**src/rtl/etapa_decodificacion_if.sv**
```systemverilog
// Fetch -> decode -> execute signal bundle for the decode stage.
// The stage owns the slave side; the fetch/execute environment owns the master side.
interface etapa_decodificacion_if;
    logic [31:0] instr_in;
    logic        instr_valid_in;
    logic        done_in;
    logic        flush;
    logic        stall_in;
    logic        stall_out;
    logic        valid_out;
    logic [4:0]  opcode;
    logic [3:0]  rd;
    logic [3:0]  rs1;
    logic [3:0]  rs2;
    logic [31:0] imm;
    logic [31:0] instr_out;
    logic        halt_out;

    modport master (
        output instr_in, instr_valid_in, done_in, flush, stall_in,
        input  stall_out, valid_out, opcode, rd, rs1, rs2, imm, instr_out, halt_out
    );

    modport slave (
        input  instr_in, instr_valid_in, done_in, flush, stall_in,
        output stall_out, valid_out, opcode, rd, rs1, rs2, imm, instr_out, halt_out
    );
endinterface

```
**src/rtl/etapa_decodificacion.sv**
```systemverilog
// Decode stage: registers the fetched word behind a one-entry skid buffer,
// slices it into fields, squashes on flush and latches a sticky halt.
module etapa_decodificacion #(
    parameter logic [4:0] HALT_OP    = 5'b01011,
    parameter bit         IMM_SIGNED = 1'b1
) (
    input logic                    clk,
    input logic                    rst_n,
    etapa_decodificacion_if.slave  bus
);

    logic [31:0] word_q, word_d;
    logic [31:0] skid_q, skid_d;
    logic        valid_q, valid_d;
    logic        skid_valid_q, skid_valid_d;
    logic        stall_q, stall_d;
    logic        halt_q, halt_d;
    logic        accept;

    always_comb begin
        accept       = bus.instr_valid_in && !stall_q && !bus.done_in && !halt_q && !bus.flush;
        word_d       = word_q;
        skid_d       = skid_q;
        valid_d      = valid_q;
        skid_valid_d = skid_valid_q;
        halt_d       = halt_q | (bus.done_in && !stall_q && !bus.flush);

        if (bus.flush) begin
            // Squash both entries; the field registers may keep stale data.
            valid_d      = 1'b0;
            skid_valid_d = 1'b0;
        end else if (!bus.stall_in) begin
            if (skid_valid_q) begin
                word_d       = skid_q;
                valid_d      = 1'b1;
                skid_valid_d = 1'b0;
            end else begin
                valid_d = accept;
                if (accept) word_d = bus.instr_in;
            end
        end else if (accept) begin
            skid_d       = bus.instr_in;
            skid_valid_d = 1'b1;
        end

        stall_d = bus.stall_in | skid_valid_d;
    end

    always_ff @(posedge clk or negedge rst_n) begin
        if (!rst_n) begin
            word_q       <= '0;
            skid_q       <= '0;
            valid_q      <= 1'b0;
            skid_valid_q <= 1'b0;
            stall_q      <= 1'b0;
            halt_q       <= 1'b0;
        end else begin
            word_q       <= word_d;
            skid_q       <= skid_d;
            valid_q      <= valid_d;
            skid_valid_q <= skid_valid_d;
            stall_q      <= stall_d;
            halt_q       <= halt_d;
        end
    end

    assign bus.valid_out = valid_q;
    assign bus.stall_out = stall_q;
    assign bus.halt_out  = halt_q;
    assign bus.instr_out = word_q;
    assign bus.opcode    = word_q[31:27];
    assign bus.rd        = word_q[26:23];
    assign bus.rs1       = word_q[22:19];
    assign bus.rs2       = word_q[18:15];

    generate
        if (IMM_SIGNED) begin : g_imm_sext
            assign bus.imm = {{17{word_q[14]}}, word_q[14:0]};
        end else begin : g_imm_zext
            assign bus.imm = {17'b0, word_q[14:0]};
        end
    endgenerate

    // A held skid entry must always be backed by back-pressure, or fetch would overrun it.
    a_skid_implies_stall: assert property (@(posedge clk) disable iff (!rst_n)
        skid_valid_q |-> stall_q);

    // Fetch withholds the halt opcode and raises done_in instead.
    a_no_halt_op_accepted: assert property (@(posedge clk) disable iff (!rst_n)
        accept |-> (bus.instr_in[31:27] != HALT_OP));

endmodule
```
**src/flat_wrapper.sv**
```systemverilog
// flat-port wrapper written by rule: the top's interface ports become plain ports
module etapa_decodificacion_flat 
#(
    parameter logic [4:0] HALT_OP    = 5'b01011,
    parameter bit         IMM_SIGNED = 1'b1
)
  (clk, rst_n, bus_instr_in, bus_instr_valid_in, bus_done_in, bus_flush, bus_stall_in, bus_stall_out, bus_valid_out, bus_opcode, bus_rd, bus_rs1, bus_rs2, bus_imm, bus_instr_out, bus_halt_out);
  etapa_decodificacion_if bus_i ();
  input logic clk;
  input logic rst_n;
  input wire logic [$bits(bus_i.instr_in)-1:0] bus_instr_in;
  input wire logic [$bits(bus_i.instr_valid_in)-1:0] bus_instr_valid_in;
  input wire logic [$bits(bus_i.done_in)-1:0] bus_done_in;
  input wire logic [$bits(bus_i.flush)-1:0] bus_flush;
  input wire logic [$bits(bus_i.stall_in)-1:0] bus_stall_in;
  output wire logic [$bits(bus_i.stall_out)-1:0] bus_stall_out;
  output wire logic [$bits(bus_i.valid_out)-1:0] bus_valid_out;
  output wire logic [$bits(bus_i.opcode)-1:0] bus_opcode;
  output wire logic [$bits(bus_i.rd)-1:0] bus_rd;
  output wire logic [$bits(bus_i.rs1)-1:0] bus_rs1;
  output wire logic [$bits(bus_i.rs2)-1:0] bus_rs2;
  output wire logic [$bits(bus_i.imm)-1:0] bus_imm;
  output wire logic [$bits(bus_i.instr_out)-1:0] bus_instr_out;
  output wire logic [$bits(bus_i.halt_out)-1:0] bus_halt_out;
  assign bus_i.instr_in = bus_instr_in;
  assign bus_i.instr_valid_in = bus_instr_valid_in;
  assign bus_i.done_in = bus_done_in;
  assign bus_i.flush = bus_flush;
  assign bus_i.stall_in = bus_stall_in;
  assign bus_stall_out = bus_i.stall_out;
  assign bus_valid_out = bus_i.valid_out;
  assign bus_opcode = bus_i.opcode;
  assign bus_rd = bus_i.rd;
  assign bus_rs1 = bus_i.rs1;
  assign bus_rs2 = bus_i.rs2;
  assign bus_imm = bus_i.imm;
  assign bus_instr_out = bus_i.instr_out;
  assign bus_halt_out = bus_i.halt_out;
  etapa_decodificacion #(.HALT_OP(HALT_OP), .IMM_SIGNED(IMM_SIGNED)) u_core (.clk(clk), .rst_n(rst_n), .bus(bus_i));
endmodule
```
**config.mk**
```make
export PLATFORM = sky130hd
export DESIGN_NAME = etapa_decodificacion_flat
export DESIGN_NICKNAME = d
export VERILOG_FILES = /design/src/rtl/etapa_decodificacion_if.sv /design/src/rtl/etapa_decodificacion.sv /design/src/flat_wrapper.sv
export SDC_FILE = /design/constraint.sdc
export NUM_CORES = 1
export LEC_CHECK = 0
export ABC_AREA = 1
export CAP_MARGIN = 20
export CORE_ASPECT_RATIO = 1.4
export CORE_MARGIN = 4
export CORE_UTILIZATION = 49
export DETAILED_ROUTE_END_ITERATION = 10
export PLACE_DENSITY_LB_ADDON = 0.25
export SLEW_MARGIN = 15
export SYNTH_ARGS = -nofsm -noshare
export SYNTH_HDL_FRONTEND = slang
export SYNTH_SLANG_ARGS = --single-unit
```
**constraint.sdc**
```tcl
create_clock -name clk -period 3.3 [get_ports clk]
set_input_delay 0.495 -clock clk [delete_from_list [all_inputs] [get_ports clk]]
set_output_delay 0.495 -clock clk [all_outputs]
set_load 0.02 [all_outputs]
```
==> reports/metrics.json <==
{
  "status": {"value": "finished clean"},
  "post-route-util": {"value": 66.9, "unit": "%"},
  "gp_congestion": {"value": 0.781},
  "postCtsHoldBufs": {"value": 0},
  "dr_total_vias": {"value": 2728},
  "tritoncts": {"value": "done"},
  "synth_area_per_cell": {"value": 8.34, "unit": "um^2"},
  "first_global_vias": {"value": 2561},
  "measured_slew_at_the_worst_slew_check_pin": {"value": 0.865, "unit": "ns"},
  "mostFrequentLayoutCell": {"value": "sky130_fd_sc_hd__nand2_1"},
  "grtUsageTotal": {"value": 18.3, "unit": "%"},
  "layout.cells.most_common_list": {"value": "sky130_fd_sc_hd__nand2_1, sky130_fd_sc_hd__clkdlybuf4s50_1, sky130_fd_sc_hd__dfrtp_1"},
  "post_cts_resized": {"value": 0},
  "first_pass_iters": {"value": 4},
  "synth_seq_cells": {"value": 68},
  "critical_path.n_buffers_inverters": {"value": 2},
  "worst-setup-path-type": {"value": "in -> reg"},
  "finalSetupViolCount": {"value": 0},
  "finalWorstPathRequiredPeriod": {"value": 2.17, "unit": "ns"},
  "dp_hpwl": {"value": 4990, "unit": "um"},
  "clock-skew-final": {"value": 0.0121, "unit": "ns"},
  "rsz0062_at_grt": {"value": "no"},
  "cts.path.max_buffers": {"value": 2},
  "grt_antenna_before_repair": {"value": 0},
  "antenna_left": {"value": 0},
  "floorplan.die_area": {"value": 8470, "unit": "um^2"},
  "design.final.nets": {"value": 516},
  "port-buffer-count": {"value": 121},
  "synthesis.area": {"value": 3450, "unit": "um^2"},
  "min_delay_path_class": {"value": "in -> async"},
  "finalWorstSetupSlack": {"value": 1.13, "unit": "ns"},
  "io_count": {"value": 122},
  "synth_fp_nets": {"value": 452},
  "max-vdd-ir-drop": {"value": 0.000264, "unit": "V"},
  "maxCapViolCount": {"value": 0},
  "cp_max_fo": {"value": 64},
  "drc_errors": {"value": 0},
  "grt_pass1_wl": {"value": 12300, "unit": "um"},
  "synth.lib_cells_used.distinct": {"value": 18},
  "floorplan.core_area": {"value": 6700, "unit": "um^2"},
  "p_total": {"value": 1.94, "unit": "mW"},
  "slew_headroom": {"value": 42.3, "unit": "%"},
  "area_delta_synth_final": {"value": 29.8, "unit": "%"},
  "gr-total-overflow": {"value": 0},
  "maximum_number_of_pins_on_one_net_before_global_route_repair": {"value": 65},
  "number_of_instances_in_the_synthesized_netlist": {"value": 414},
  "max_freq": {"value": 461, "unit": "MHz"},
  "place_worst_setup_slack": {"value": 0.804, "unit": "ns"},
  "clkTransAtPathRegs": {"value": 0.07, "unit": "ns"},
  "timing.critical_path.slowest_stage_cell": {"value": "sky130_fd_sc_hd__nand4_4"},
  "dpl_cell_area": {"value": 4280, "unit": "um^2"},
  "post_route_cells_drive_above_1_share": {"value": 6.85, "unit": "%"},
  "period_utilisation_layout": {"value": 65.7, "unit": "%"},
  "std_cell_rows": {"value": 35},
  "htreeDepth": {"value": 3},
  "setup.worst_path.start_class": {"value": "input port"},
  "start_util": {"value": 51.5, "unit": "%"},
  "hold_viol_final": {"value": 0},
  "antenna_cells": {"value": 0},
  "wirelength": {"value": 7310, "unit": "um"},
  "final.setup.tns": {"value": 0, "unit": "ns"},
  "cts_made_buffers": {"value": 9},
  "critical_path.endpoint_type": {"value": "flip-flop"},
  "die_y": {"value": 107, "unit": "um"},
  "worst_path_required": {"value": 3.52, "unit": "ns"},
  "postCtsSetupBuffers": {"value": 0},
  "cell_leakage_power": {"value": 2.12, "unit": "nW"},
  "critical_path.top_delay_family": {"value": "simple AND/OR/NAND/NOR gates"},
  "yosysWarnings": {"value": 0},
  "power.density": {"value": 432, "unit": "nW/um^2"},
  "cp_data_arrival_time": {"value": 2.39, "unit": "ns"},
  "final_design_area_no_fill": {"value": 4480, "unit": "um^2"},
  "drt_first_iter_violations": {"value": 186},
  "avgViaCountPerCell": {"value": 4.75},
  "worstSkewPairLatency": {"value": 0.34, "unit": "ns"},
  "yosysSeqAreaShare": {"value": 49.3, "unit": "%"},
  "drv_slew": {"value": 0},
  "die_w": {"value": 79.0, "unit": "um"},
  "crit_path_max_incr_delay": {"value": 0.68, "unit": "ns"},
  "clock-sinks": {"value": 68},
  "routedWlPerCell": {"value": 12.7, "unit": "um"},
  "path_cells": {"value": "clkdlybuf4s50_1 > inv_2 > nor2_2 > nand4_4 > o21ai_1"},
  "root_buffer_cell": {"value": "sky130_fd_sc_hd__clkbuf_8"}
}
## metrics by stage
step	hold slack, ns	instances
2_1_floorplan	0.199	414
4_1_cts	0.125	574
3_3_place_gp	0.466	559
3_5_place_dp	0.474	559
6_report	0.125	574
5_1_grt	0.137	574
## power breakdown
group,switching [mW],internal (mW),leakage (nW)
registers,0.0252,0.862,0.906
clock network,0.291,0.408,0.103
logic,0.179,0.174,1.11
## cell usage after synthesis
cell type / n / area, um^2
sky130_fd_sc_hd__o21ai_1: 27 / 135
sky130_fd_sc_hd__nand2_1: 133 / 499
sky130_fd_sc_hd__nand4_4: 1 / 21.3
sky130_fd_sc_hd__o21ai_2: 5 / 43.8
sky130_fd_sc_hd__nor2_4: 1 / 11.3
sky130_fd_sc_hd__o21ai_0: 32 / 160
sky130_fd_sc_hd__nand3_1: 32 / 160
sky130_fd_sc_hd__inv_2: 1 / 3.75
sky130_fd_sc_hd__buf_2: 7 / 35.0
sky130_fd_sc_hd__dfrtp_1: 68 / 1700
sky130_fd_sc_hd__nand2_4: 2 / 22.5
sky130_fd_sc_hd__clkbuf_1: 4 / 15.0
sky130_fd_sc_hd__nor2_2: 3 / 18.8
sky130_fd_sc_hd__nand3_2: 1 / 10.0
sky130_fd_sc_hd__buf_6: 6 / 67.6
sky130_fd_sc_hd__buf_4: 55 / 413
sky130_fd_sc_hd__inv_1: 35 / 131
sky130_fd_sc_hd__nor2_1: 1 / 3.75
## worst register-to-register path, stage by stage, from the launching register on
cell	delay (ns)
sky130_fd_sc_hd__dfrtp_1	0.41
sky130_fd_sc_hd__nor2_4	0.15
sky130_fd_sc_hd__nand4_4	0.68
sky130_fd_sc_hd__o21ai_1	0.44
## cell type report
cell class	count	area, um^2
fill	590	2220
sequential	68	1700
timing repair buffer	125	1240
multi-input combinational	238	1090
clock buffer	14	173
inverter	36	135
tap	92	115
clock inverter	1	30.0
## worst paths after layout
check,startpoint,to,slack (ns),depth (start not counted)
setup / recovery,bus_stall_in,u_core.skid_q[25],1.13,5
hold reg to reg,u_core.skid_q[5],u_core.skid_q[5],0.49,2
hold / removal,rst_n,u_core.bus.instr_out[25],0.12,1
setup reg to reg,u_core.bus.stall_out,u_core.skid_q[25],1.51,3
min in group clk,u_core.skid_q[5],u_core.skid_q[5],0.49,2
max in group asynchronous,rst_n,u_core.skid_valid_q,2.41,2
## kinds of logic (layout without fill, tap and decap cells)
kind of cell / count (synthesis) / in the layout / share of synthesized area [%]
buffers and inverters: 108 / 176 / 19.3
AO/OA/AOI/OAI: 64 / 64 / 9.82
AND/OR/NAND/NOR: 174 / 174 / 21.6
flip-flops: 68 / 68 / 49.3
## state kept, by name, indices dropped and copies added (netlist names)
register	count
u_core.bus.halt_out	1
u_core.bus.instr_out	32
u_core.skid_valid_q	1
u_core.skid_q	32
u_core.bus.valid_out	1
u_core.bus.stall_out	1
## layer usage
layer / part of all wire (%) / wire (um) / GRT usage [%]
met2: 50 / 3690 / 30.8
met1: 42 / 3040 / 22.8
met3: 6.6 / 482 / 4.86
met4: 1.3 / 95 / 6.02
met5: 0 / 0 / 0
No activity file was read; power rests on OpenSTA's default activity.
